[src/rtl/fwvip_wb_target_core.sv]
// fwvip_wb_target_core
//   Wishbone classic target front-end. Each WB cycle (tcyc&&tstb) becomes one
//   packed ready/valid request {adr,dat_w,we,sel}. The matching response
//   {dat_r,err} goes back to the bus as a one-cycle tack or terr with read data.
//   If the back-end does not answer within TIMEOUT cycles, the bus gets terr and
//   the late response is drained silently later. All outputs are registered.
// Ports
//   clock, reset           rising-edge clock, async active-high reset
//   tadr/tdat_w/twe/tsel   WB request inputs; tstb/tcyc WB strobe/cycle
//   tdat_r/tack/terr       WB response outputs
//   req_dat/req_valid/req_ready   RV request channel (out)
//   rsp_dat/rsp_valid/rsp_ready   RV response channel (in), rsp_dat[0] = err
module fwvip_wb_target_core #(
  parameter  int ADDR_WIDTH = 32,
  parameter  int DATA_WIDTH = 32,
  parameter  int TIMEOUT    = 16,
  localparam int SEL_W      = DATA_WIDTH / 8,
  localparam int REQ_W      = ADDR_WIDTH + DATA_WIDTH + 1 + SEL_W
) (
  input  logic                  clock,
  input  logic                  reset,
  input  logic [ADDR_WIDTH-1:0] tadr,
  input  logic [DATA_WIDTH-1:0] tdat_w,
  output logic [DATA_WIDTH-1:0] tdat_r,
  input  logic                  twe,
  input  logic                  tstb,
  input  logic [SEL_W-1:0]      tsel,
  output logic                  tack,
  output logic                  terr,
  input  logic                  tcyc,
  output logic [REQ_W-1:0]      req_dat,
  output logic                  req_valid,
  input  logic                  req_ready,
  input  logic [DATA_WIDTH:0]   rsp_dat,
  input  logic                  rsp_valid,
  output logic                  rsp_ready
);

  // TIMEOUT==0 disables the timeout; keep a 1-bit counter so widths stay legal.
  localparam int CW = (TIMEOUT > 0) ? $clog2(TIMEOUT + 1) : 1;
  localparam logic [CW-1:0] CNT_LAST = CW'((TIMEOUT > 0) ? TIMEOUT - 1 : 0);
  localparam logic [CW-1:0] CNT_MAX  = {CW{1'b1}};

  typedef enum logic [2:0] {S_IDLE, S_REQ, S_RSP, S_ACK, S_DRAIN} state_t;

  state_t                state_q, state_d;
  logic [CW-1:0]         cnt_q, cnt_d;
  logic                  tack_q, tack_d, terr_q, terr_d;
  logic                  req_valid_q, req_valid_d, rsp_ready_q, rsp_ready_d;
  logic [DATA_WIDTH-1:0] tdat_r_q, tdat_r_d;
  logic [REQ_W-1:0]      req_dat_q, req_dat_d;

  always_ff @(posedge clock or posedge reset) begin
    if (reset) begin
      state_q     <= S_IDLE;
      cnt_q       <= '0;
      tack_q      <= 1'b0;
      terr_q      <= 1'b0;
      req_valid_q <= 1'b0;
      rsp_ready_q <= 1'b0;
      tdat_r_q    <= '0;
      req_dat_q   <= '0;
    end else begin
      state_q     <= state_d;
      cnt_q       <= cnt_d;
      tack_q      <= tack_d;
      terr_q      <= terr_d;
      req_valid_q <= req_valid_d;
      rsp_ready_q <= rsp_ready_d;
      tdat_r_q    <= tdat_r_d;
      req_dat_q   <= req_dat_d;
    end
  end

  always_comb begin
    state_d     = state_q;
    cnt_d       = cnt_q;
    tack_d      = tack_q;
    terr_d      = terr_q;
    req_valid_d = req_valid_q;
    rsp_ready_d = rsp_ready_q;
    tdat_r_d    = tdat_r_q;
    req_dat_d   = req_dat_q;
    unique case (state_q)
      S_IDLE: begin
        if (tcyc && tstb) begin
          req_dat_d   = {tadr, tdat_w, twe, tsel};
          req_valid_d = 1'b1;
          state_d     = S_REQ;
        end
      end
      S_REQ: begin
        if (req_ready) begin
          req_valid_d = 1'b0;
          rsp_ready_d = 1'b1;
          cnt_d       = '0;
          // An abandoned cycle still owes us a response; drain it.
          state_d     = tcyc ? S_RSP : S_DRAIN;
        end
      end
      S_RSP: begin
        if (rsp_valid) begin
          tdat_r_d    = rsp_dat[DATA_WIDTH:1];
          tack_d      = ~rsp_dat[0];
          terr_d      = rsp_dat[0];
          rsp_ready_d = 1'b0;
          state_d     = S_ACK;
        end else if (!tcyc) begin
          state_d = S_DRAIN;
        end else if (TIMEOUT != 0 && cnt_q == CNT_LAST) begin
          // rsp_ready stays high so DRAIN can swallow the late response.
          terr_d  = 1'b1;
          state_d = S_DRAIN;
        end else if (cnt_q != CNT_MAX) begin
          cnt_d = cnt_q + CW'(1);
        end
      end
      S_ACK: begin
        tack_d  = 1'b0;
        terr_d  = 1'b0;
        state_d = S_IDLE;
      end
      S_DRAIN: begin
        terr_d = 1'b0;
        if (rsp_valid) begin
          rsp_ready_d = 1'b0;
          state_d     = S_IDLE;
        end
      end
      default: state_d = S_IDLE;
    endcase
  end

  assign tack      = tack_q;
  assign terr      = terr_q;
  assign req_valid = req_valid_q;
  assign rsp_ready = rsp_ready_q;
  assign tdat_r    = tdat_r_q;
  assign req_dat   = req_dat_q;

endmodule

[config.mk]
export PLATFORM = sky130hd
export DESIGN_NAME = fwvip_wb_target_core
export DESIGN_NICKNAME = d
export VERILOG_FILES = /design/src/rtl/fwvip_wb_target_core.sv
export SDC_FILE = /design/constraint.sdc
export NUM_CORES = 1
export LEC_CHECK = 0
export ABC_AREA = 1
export CORE_MARGIN = 4
export CORE_UTILIZATION = 41
export CTS_BUF_LIST = sky130_fd_sc_hd__clkbuf_8
export CTS_CLUSTER_SIZE = 40
export DETAILED_ROUTE_END_ITERATION = 10
export PLACE_DENSITY = 0.79
export REMOVE_ABC_BUFFERS = 1
export SLEW_MARGIN = 20
export SYNTH_ARGS = -nofsm -noshare
export SYNTH_HDL_FRONTEND = slang
export SYNTH_SLANG_ARGS = --single-unit
export TNS_END_PERCENT = 20
[constraint.sdc]
create_clock -name clock -period 5.1 [get_ports clock]
set_input_delay 1.53 -clock clock [delete_from_list [all_inputs] [get_ports clock]]
set_output_delay 1.53 -clock clock [all_outputs]
set_load 0.02 [all_outputs]
======== Yosys cells after proc, flatten, opt, wreduce, memory -nomap -nowiden ========
Index checks and enable logic that the tools add are counted.
word-level totals
  input port bits ......................... 108
  register bits ........................... 113
  word-level logic and storage cells ...... 71
cells by class
  multiplexer cells ....................... 26
  bitwise logic cells ..................... 1
  reduce and logical (&&, ||, !) cells .... 17
  equal/unequal tests ..................... 18
  $add $sub $neg .......................... 1
operators with widths
  operator             count
  $mux 5               5
  $mux 3               7
  $ne 2x2->1 const B   8
  $pmux 3 s4           1
  $pmux 5 s2           1
  $reduce_bool 2->1    5
  $reduce_and 3->1     3
  $mux 1               8
  $pmux 1 s2           4
  $eq 3x2->1 const B   2
  $ne 3x3->1 const B   2
  $reduce_and 2->1     3
  $reduce_and 6->1     1
  $add 5x1->5 const B  1
  $eq 5x4->1 const B   1
  $ne 5x5->1 const B   1
  $ne 4x4->1 const B   1
  $reduce_and 4->1     1
  $reduce_or 2->1      2
  $eq 3x1->1 const B   1
  $eq 3x3->1 const B   1
  $logic_not 3->1      1
  $ne 2x1->1 const B   1
  $logic_and 1x1->1    1
  $not 1->1            1

======== Logic depth before layout (Yosys ltp) ========
Gate-level depths: netlist of the first run.
  depth after elaboration ................. 6
  depth in mapped cells ................... 11

======== Least setup slack after synthesis of the first run ========
Ideal clock, no wire load.
  path kind ............................... input -> register
  start ................................... input rsp_valid
  end ..................................... register cnt_q[3]
  slack ................................... 2,718 ps
  arrival time ............................ 2,266 ps
  stages on the path ...................... 7
  path buffers ............................ 1
  path through ............................ buf_2 -> inv_1 -> nand2_1 -> o21ai_2 -> nand3_2 -> nand2_1 -> nand2_1
on the way
  longest elaborated chain between the ends .. 2
RTL lines
  what                        RTL line  text
  start: declaration          35        input logic rsp_valid,
  $ne 2x2->1 (no line)        -
  $reduce_and 6->1 (no line)  -
  end signal: assignment      65        cnt_q <= cnt_d;
  end: declaration            47        logic [CW-1:0] cnt_q, cnt_d;
Every way passes these cells.
A chain may end at the register's enable or synchronous reset.

======== Worst setup path after layout of the first run ========
  start ................................... register req_dat_q[42] (netlist: req_dat[42])
  end ..................................... output req_dat[42]
RTL lines
  what                      RTL line  text
  start: declaration        51        logic [REQ_W-1:0] req_dat_q, req_dat_d;
  start signal: assignment  71        req_dat_q <= req_dat_d;
  end: declaration          31        output logic [REQ_W-1:0] req_dat,
No word-level cell between the ends.

==> flow_metrics.env, run 1 <==
export IMPL_synth_top_area_cell="dfrtp_1"
export IMPL_clk_pin_slew_worst_paths_ns=0.07
export IMPL_antenna_found_initial=0
export IMPL_htree_num_levels=4
export IMPL_p_leak_uw=0.00371
export IMPL_cp_end_kind="output pin"
export IMPL_worstSetupStartpointType="flip-flop"
export IMPL_n_antenna_cell=0
export IMPL_critPathBufInv=1
export IMPL_die_y_um=117
export IMPL_tritoncts="built"
export IMPL_crit_chain="clkdlybuf4s50_1"
export IMPL_fmax_ghz=0.336
export IMPL_grt_pass1_vias=4468
export IMPL_hp_class="flip-flop to flip-flop"
export IMPL_reg2reg_depth=4
export IMPL_gp_congestion=0.821
export IMPL_synth_area_mm2=0.00483
export IMPL_ant_nets=0
export IMPL_clock_skew_ns=0.0107
export IMPL_vdd_drop_max_v=0.000304
export IMPL_async_flop_share_pct=100
export IMPL_synth_edf_count=0
export IMPL_cp_max_fo=2
export IMPL_ys_flop_type="dfrtp_1"
export IMPL_grt_max_degree=140
export IMPL_crit_cells=1
export IMPL_synth_area_leaders="dfrtp_1 (59%), nand2_1 (13%), inv_1 (6.8%), o21ai_1 (5.4%), nand3_1 (4.2%)"
export IMPL_grt_first_pass_wirelength_mm=20.8
export IMPL_num_rows=39
export IMPL_ys_warn_count=0
export IMPL_arrival_ns=1.45
export IMPL_powerDensity_mw_per_mm2=622
export IMPL_drv_slew=0
export IMPL_reg2reg_from="state_q[0]"
export IMPL_r2r_end="req_dat[62]"
export IMPL_yosys_area_top_type_share_pct=58.5
export IMPL_hold_violations=0
export IMPL_rsz0062_at_grt="no"
export IMPL_cts_max_path_buffers=2
export IMPL_slowest_delay_ns=0.65
export IMPL_insertion_delay_ns=0.43
export IMPL_cts_root_buf="clkbuf_8"
export IMPL_area_growth_pct=54.9
export IMPL_cts_resized=0
export IMPL_period_needed_ns=2.98
export IMPL_required_ns=3.57
export IMPL_dieWidth_um=117
export IMPL_ys_types=26
export IMPL_comb_power_share_pct=44.0
export IMPL_drt_iter0_drc=199
export IMPL_io_buffers=212
export IMPL_seq_area_frac_synth_pct=58.5
export IMPL_ys_seq_elements=113
export IMPL_status="finished, final reports clean"
export IMPL_syn_inst=544
export IMPL_tightest_slew_ns=0.880
export IMPL_cp_top_family="buffers and inverters"
export IMPL_fin_nets=863
export IMPL_synth_common_cells="nand2_1 (167), dfrtp_1 (113), inv_1 (87), o21ai_1 (52), nand3_1 (41)"
export IMPL_pwr_share_clk_pct=23.2
export IMPL_start_util_pct=42.1
export IMPL_drt_total_wl_mm=13.1
export IMPL_swShare_pct=37.0
export IMPL_finalSetupViolations=0
export IMPL_rrSetupSlack_ns=3.15
export IMPL_cp_startpoint="req_dat[42]"
export IMPL_power_switching_uw=1720
export IMPL_layout_drive_gt1_share_pct=6.14
export IMPL_routed_via_density=4.70
export IMPL_cts_buffers_inserted=17
export IMPL_hpwl_mm=9.44
export IMPL_synth_most_common_cell="nand2_1"
export IMPL_hold_buffers=0
export IMPL_cts_setup_buffers=0
export IMPL_finalSetupTns_ns=0
export IMPL_maxCapViolations=0
export IMPL_critical_path_class="flip-flop to output pin"
export IMPL_fp_coreArea_mm2=0.0115
export IMPL_endpoint="req_dat[42]"
export IMPL_drcViolationCount=0
export IMPL_finalCritPeriodShare_pct=58.4
export IMPL_slowest_stage="clkdlybuf4s50_1"
export IMPL_ios=213
export IMPL_die_area_mm2=0.0136
export IMPL_drt_pass1_iterations=4
export IMPL_slew_headroom_pct=41.3
export IMPL_avgSynthCellArea_um2=8.88
export IMPL_globalRouteTotalUtil_pct=19.6
export IMPL_overflow=0
export IMPL_via_count=4269
export IMPL_fin_util_pct=65.2
export IMPL_wl_per_cell_um=14.4
export IMPL_cts_sinks=113
export IMPL_seq_power_share_pct=32.8
export IMPL_p_int_uw=2930
layout by cell type (no fill, tap or decap), types with 2 or more instances in the layout:
cell / count
nand2_2: 2
o21ai_0: 23
clkinv_2: 4
ha_1: 3
inv_1: 87
nand3_1: 41
dfrtp_1: 113
bufinv_16: 7
clkbuf_8: 20
nor2_1: 11
clkdlybuf4s50_1: 212
nand3_2: 2
nor2_4: 2
o21ai_1: 52
nand2_1: 167
nand4_1: 5
worst min-delay path by stage:
stage / startpoint / cells after the start / slack [ns] / end
global route: req_dat[1] / 2 / 0.50 / req_dat[1]
floorplan: cnt_q[1] / 2 / 0.47 / cnt_q[1]
detailed placement: tdat_r[4] / 2 / 0.46 / tdat_r[4]
finish: tdat_r[4] / 2 / 0.47 / tdat_r[4]
global placement: tdat_r[26] / 2 / 0.45 / tdat_r[26]
CTS: tdat_r[4] / 2 / 0.47 / tdat_r[4]
logic make-up after synthesis:
kind of cell               count (synthesis)  synth area share, %
AOI/OAI and AO/OA                         79                 8.47
buffers and inverters                    114                 11.1
DFF                                      113                 58.5
xor gates and xnor gates                   1                0.181
adders and majority gates                  3                0.777
and+or+nand+nor                          234                 20.9
sequential cells by signal, summed over array words and instances (netlist names):
name       cells
req_dat       69
cnt_q          5
rsp_ready      1
req_valid      1
terr           1
tdat_r        32
tack           1
state_q        3
layer usage:
metal,vias to the layer above,share of wire [%],track usage (%)
li1,2099,-,-
met1,1958,38,21.7
met2,182,49,32.8
met3,30,10,8.29
met4,0,2.8,9.02
met5,-,0,0
through the flow:
stage | power (uW) | area (um^2) | hold slack [ns] | worst slack [ns] | instances
2_1_floorplan | 2540 | 4620 | 0.467 | 0.583 | 518
3_3_place_gp | 3540 | 6970 | 0.453 | 1.61 | 876
3_5_place_dp | 3600 | 6970 | 0.458 | 1.55 | 876
4_1_cts | 4710 | 7480 | 0.475 | 2.00 | 908
5_1_grt | 4940 | 7480 | 0.503 | 2.05 | 908
6_report | 4650 | 7480 | 0.472 | 2.12 | 908
final cells by class:
type / instances / area, um^2
clock buffers: 20 / 275
clock inverters: 12 / 234
fillers: 944 / 3990
inverters: 88 / 333
multi-input cells: 317 / 1470
flip-flops and latches: 113 / 2830
well taps: 143 / 179
repair buffers: 215 / 2160
power by group through the flow:
stage / Combinational (uW) / Sequential, uW / Clock, uW
2_1_floorplan: 566 / 1980 / 0
5_1_grt: 2220 / 1580 / 1140
6_report: 2050 / 1520 / 1080
4_1_cts: 2070 / 1530 / 1100
3_3_place_gp: 2020 / 1520 / 0
3_5_place_dp: 2070 / 1530 / 0
No activity file was read; power rests on OpenSTA's default activity.
==> run 2: changes to the inputs <==
Clock period 5.1 ns to 2.9 ns, I/O delays scaled along.
==> flow_metrics.env, run 2 (synthesized netlist as in run 1, its figures left out) <==
export IMPL_status="finished, final reports clean"
export IMPL_n_fill_cell=945
export IMPL_hp_class="flip-flop to flip-flop"
export IMPL_largest_register_ffs=69
export IMPL_cts_buffers_inserted=17
export IMPL_dieWidth_um=117
export IMPL_gp_congestion=0.842
export IMPL_finalSetupTns_ns=0
export IMPL_hold_buffers=0
export IMPL_antenna_found_initial=0
export IMPL_grt_pass1_vias=4466
export IMPL_cp_end_kind="output pin"
export IMPL_finalSetupViolations=0
export IMPL_die_area_mm2=0.0136
export IMPL_area_growth_pct=52.6
export IMPL_drt_total_wl_mm=12.9
export IMPL_grt_first_pass_wirelength_mm=21.2
export IMPL_powerDensity_mw_per_mm2=1040
export IMPL_final_cell_mix="clkdlybuf4s50_1 (212), nand2_1 (167), dfrtp_1 (113), inv_1 (86), o21ai_1 (52)"
export IMPL_overflow=0
export IMPL_crit_chain="clkdlybuf4s50_1"
export IMPL_arrival_ns=1.44
export IMPL_fmax_ghz=0.433
export IMPL_n_antenna_cell=0
export IMPL_hold_violations=0
export IMPL_io_buffers=212
export IMPL_clk_pin_slew_worst_paths_ns=0.07
export IMPL_num_rows=39
export IMPL_wl_per_cell_um=14.2
export IMPL_cts_sinks=113
export IMPL_cts_max_path_buffers=2
export IMPL_slowest_delay_ns=0.64
export IMPL_drv_slew=0
export IMPL_die_y_um=117
export IMPL_cts_root_buf="clkbuf_8"
export IMPL_tightest_slew_ns=0.527
export IMPL_ant_nets=0
export IMPL_fin_nets=865
export IMPL_period_needed_ns=2.31
export IMPL_drcViolationCount=0
export IMPL_fin_util_pct=64.3
export IMPL_routed_via_density=4.68
export IMPL_drt_pass1_iterations=5
export IMPL_vdd_drop_max_v=0.000573
export IMPL_layout_commonest_cell="clkdlybuf4s50_1"
export IMPL_fp_coreArea_mm2=0.0115
export IMPL_start_util_pct=42.1
export IMPL_cp_top_family="buffers and inverters"
export IMPL_cts_resized=0
export IMPL_regArea_mm2=0.00283
export IMPL_finalCritPeriodShare_pct=79.6
export IMPL_worstSetupStartpointType="flip-flop"
export IMPL_critPathBufInv=1
export IMPL_dp_slack_ns=0.524
export IMPL_grt_max_degree=140
export IMPL_layout_setup_ws_ns=0.593
export IMPL_maxCapViolations=0
export IMPL_critical_path_class="flip-flop to output pin"
export IMPL_slowest_stage="clkdlybuf4s50_1"
export IMPL_multi_input_comb_area_mm2=0.00147
export IMPL_tritoncts="built"
export IMPL_cts_setup_buffers=0
export IMPL_hpwl_mm=9.44
export IMPL_insertion_delay_ns=0.41
export IMPL_via_count=4247
export IMPL_p_leak_uw=0.00364
export IMPL_htree_num_levels=4
export IMPL_slew_headroom_pct=64.9
export IMPL_drt_iter0_drc=194
export IMPL_rsz0062_at_grt="no"
export IMPL_layout_drive_gt1_share_pct=6.27
export IMPL_ios=213
export IMPL_required_ns=2.03
export IMPL_clock_skew_ns=0.00719
export IMPL_cp_max_fo=2
export IMPL_globalRouteTotalUtil_pct=19.9
-- run 2: cell types whose count changed in the layout (fill, tap and decap cells not counted) --
| cell | delta |
|---|---|
| bufinv_16 | -6 |
| clkinvlp_4 | +5 |
| buf_6 | -1 |
| inv_1 | -1 |
| buf_12 | +2 |
| buf_4 | +1 |
-- run 2: stage by stage --
stage / instances / cell area, um^2 / power [uW] / hold WS, ns
detailed placement: 878 / 7010 / 6330 / 0.459
floorplan: 518 / 4620 / 4470 / 0.467
CTS: 908 / 7370 / 7740 / 0.474
global placement: 878 / 7010 / 6220 / 0.453
finish: 908 / 7370 / 7640 / 0.469
global route: 908 / 7370 / 8180 / 0.500
-- run 2: final cells by class --
cell class / instances / share of cell area [%]
Clock buffer: 20 / 3.73
Timing Repair Buffer: 217 / 29.8
Multi-Input combinational cell: 317 / 20.0
Tap cell: 143 / 2.43
Inverter: 88 / 4.51
Clock inverter: 10 / 1.19
Sequential cell: 113 / 38.4
-- run 2: path summary, 6_finish.rpt --
path	slack, ns	endpoint	cells after the start	startpoint
worst max-delay path	0.59	req_dat[68]	1	req_dat[68]
worst max register to register	1.09	state_q[1]	7	state_q[2]
worst min-delay path	0.47	tdat_r[8]	2	tdat_r[8]
worst min register to register	0.47	tdat_r[8]	2	tdat_r[8]
min in group asynchronous	0.77	req_dat[12]	2	reset
max in group asynchronous	1.56	req_dat[19]	3	reset
-- run 2: layer usage --
layer  global-route usage, %  share of wire [%]
met3                    7.67                 10
met2                    33.6                 49
met1                    22.6                 38
met5                       0                  0
met4                    8.41                2.3
-- run 2: report_power, final --
group          switching [uW]  internal, uW  leakage, uW
Sequential                428          2260      0.00143
Combinational            1960          1640      0.00204
Clock                     622           728     0.000174
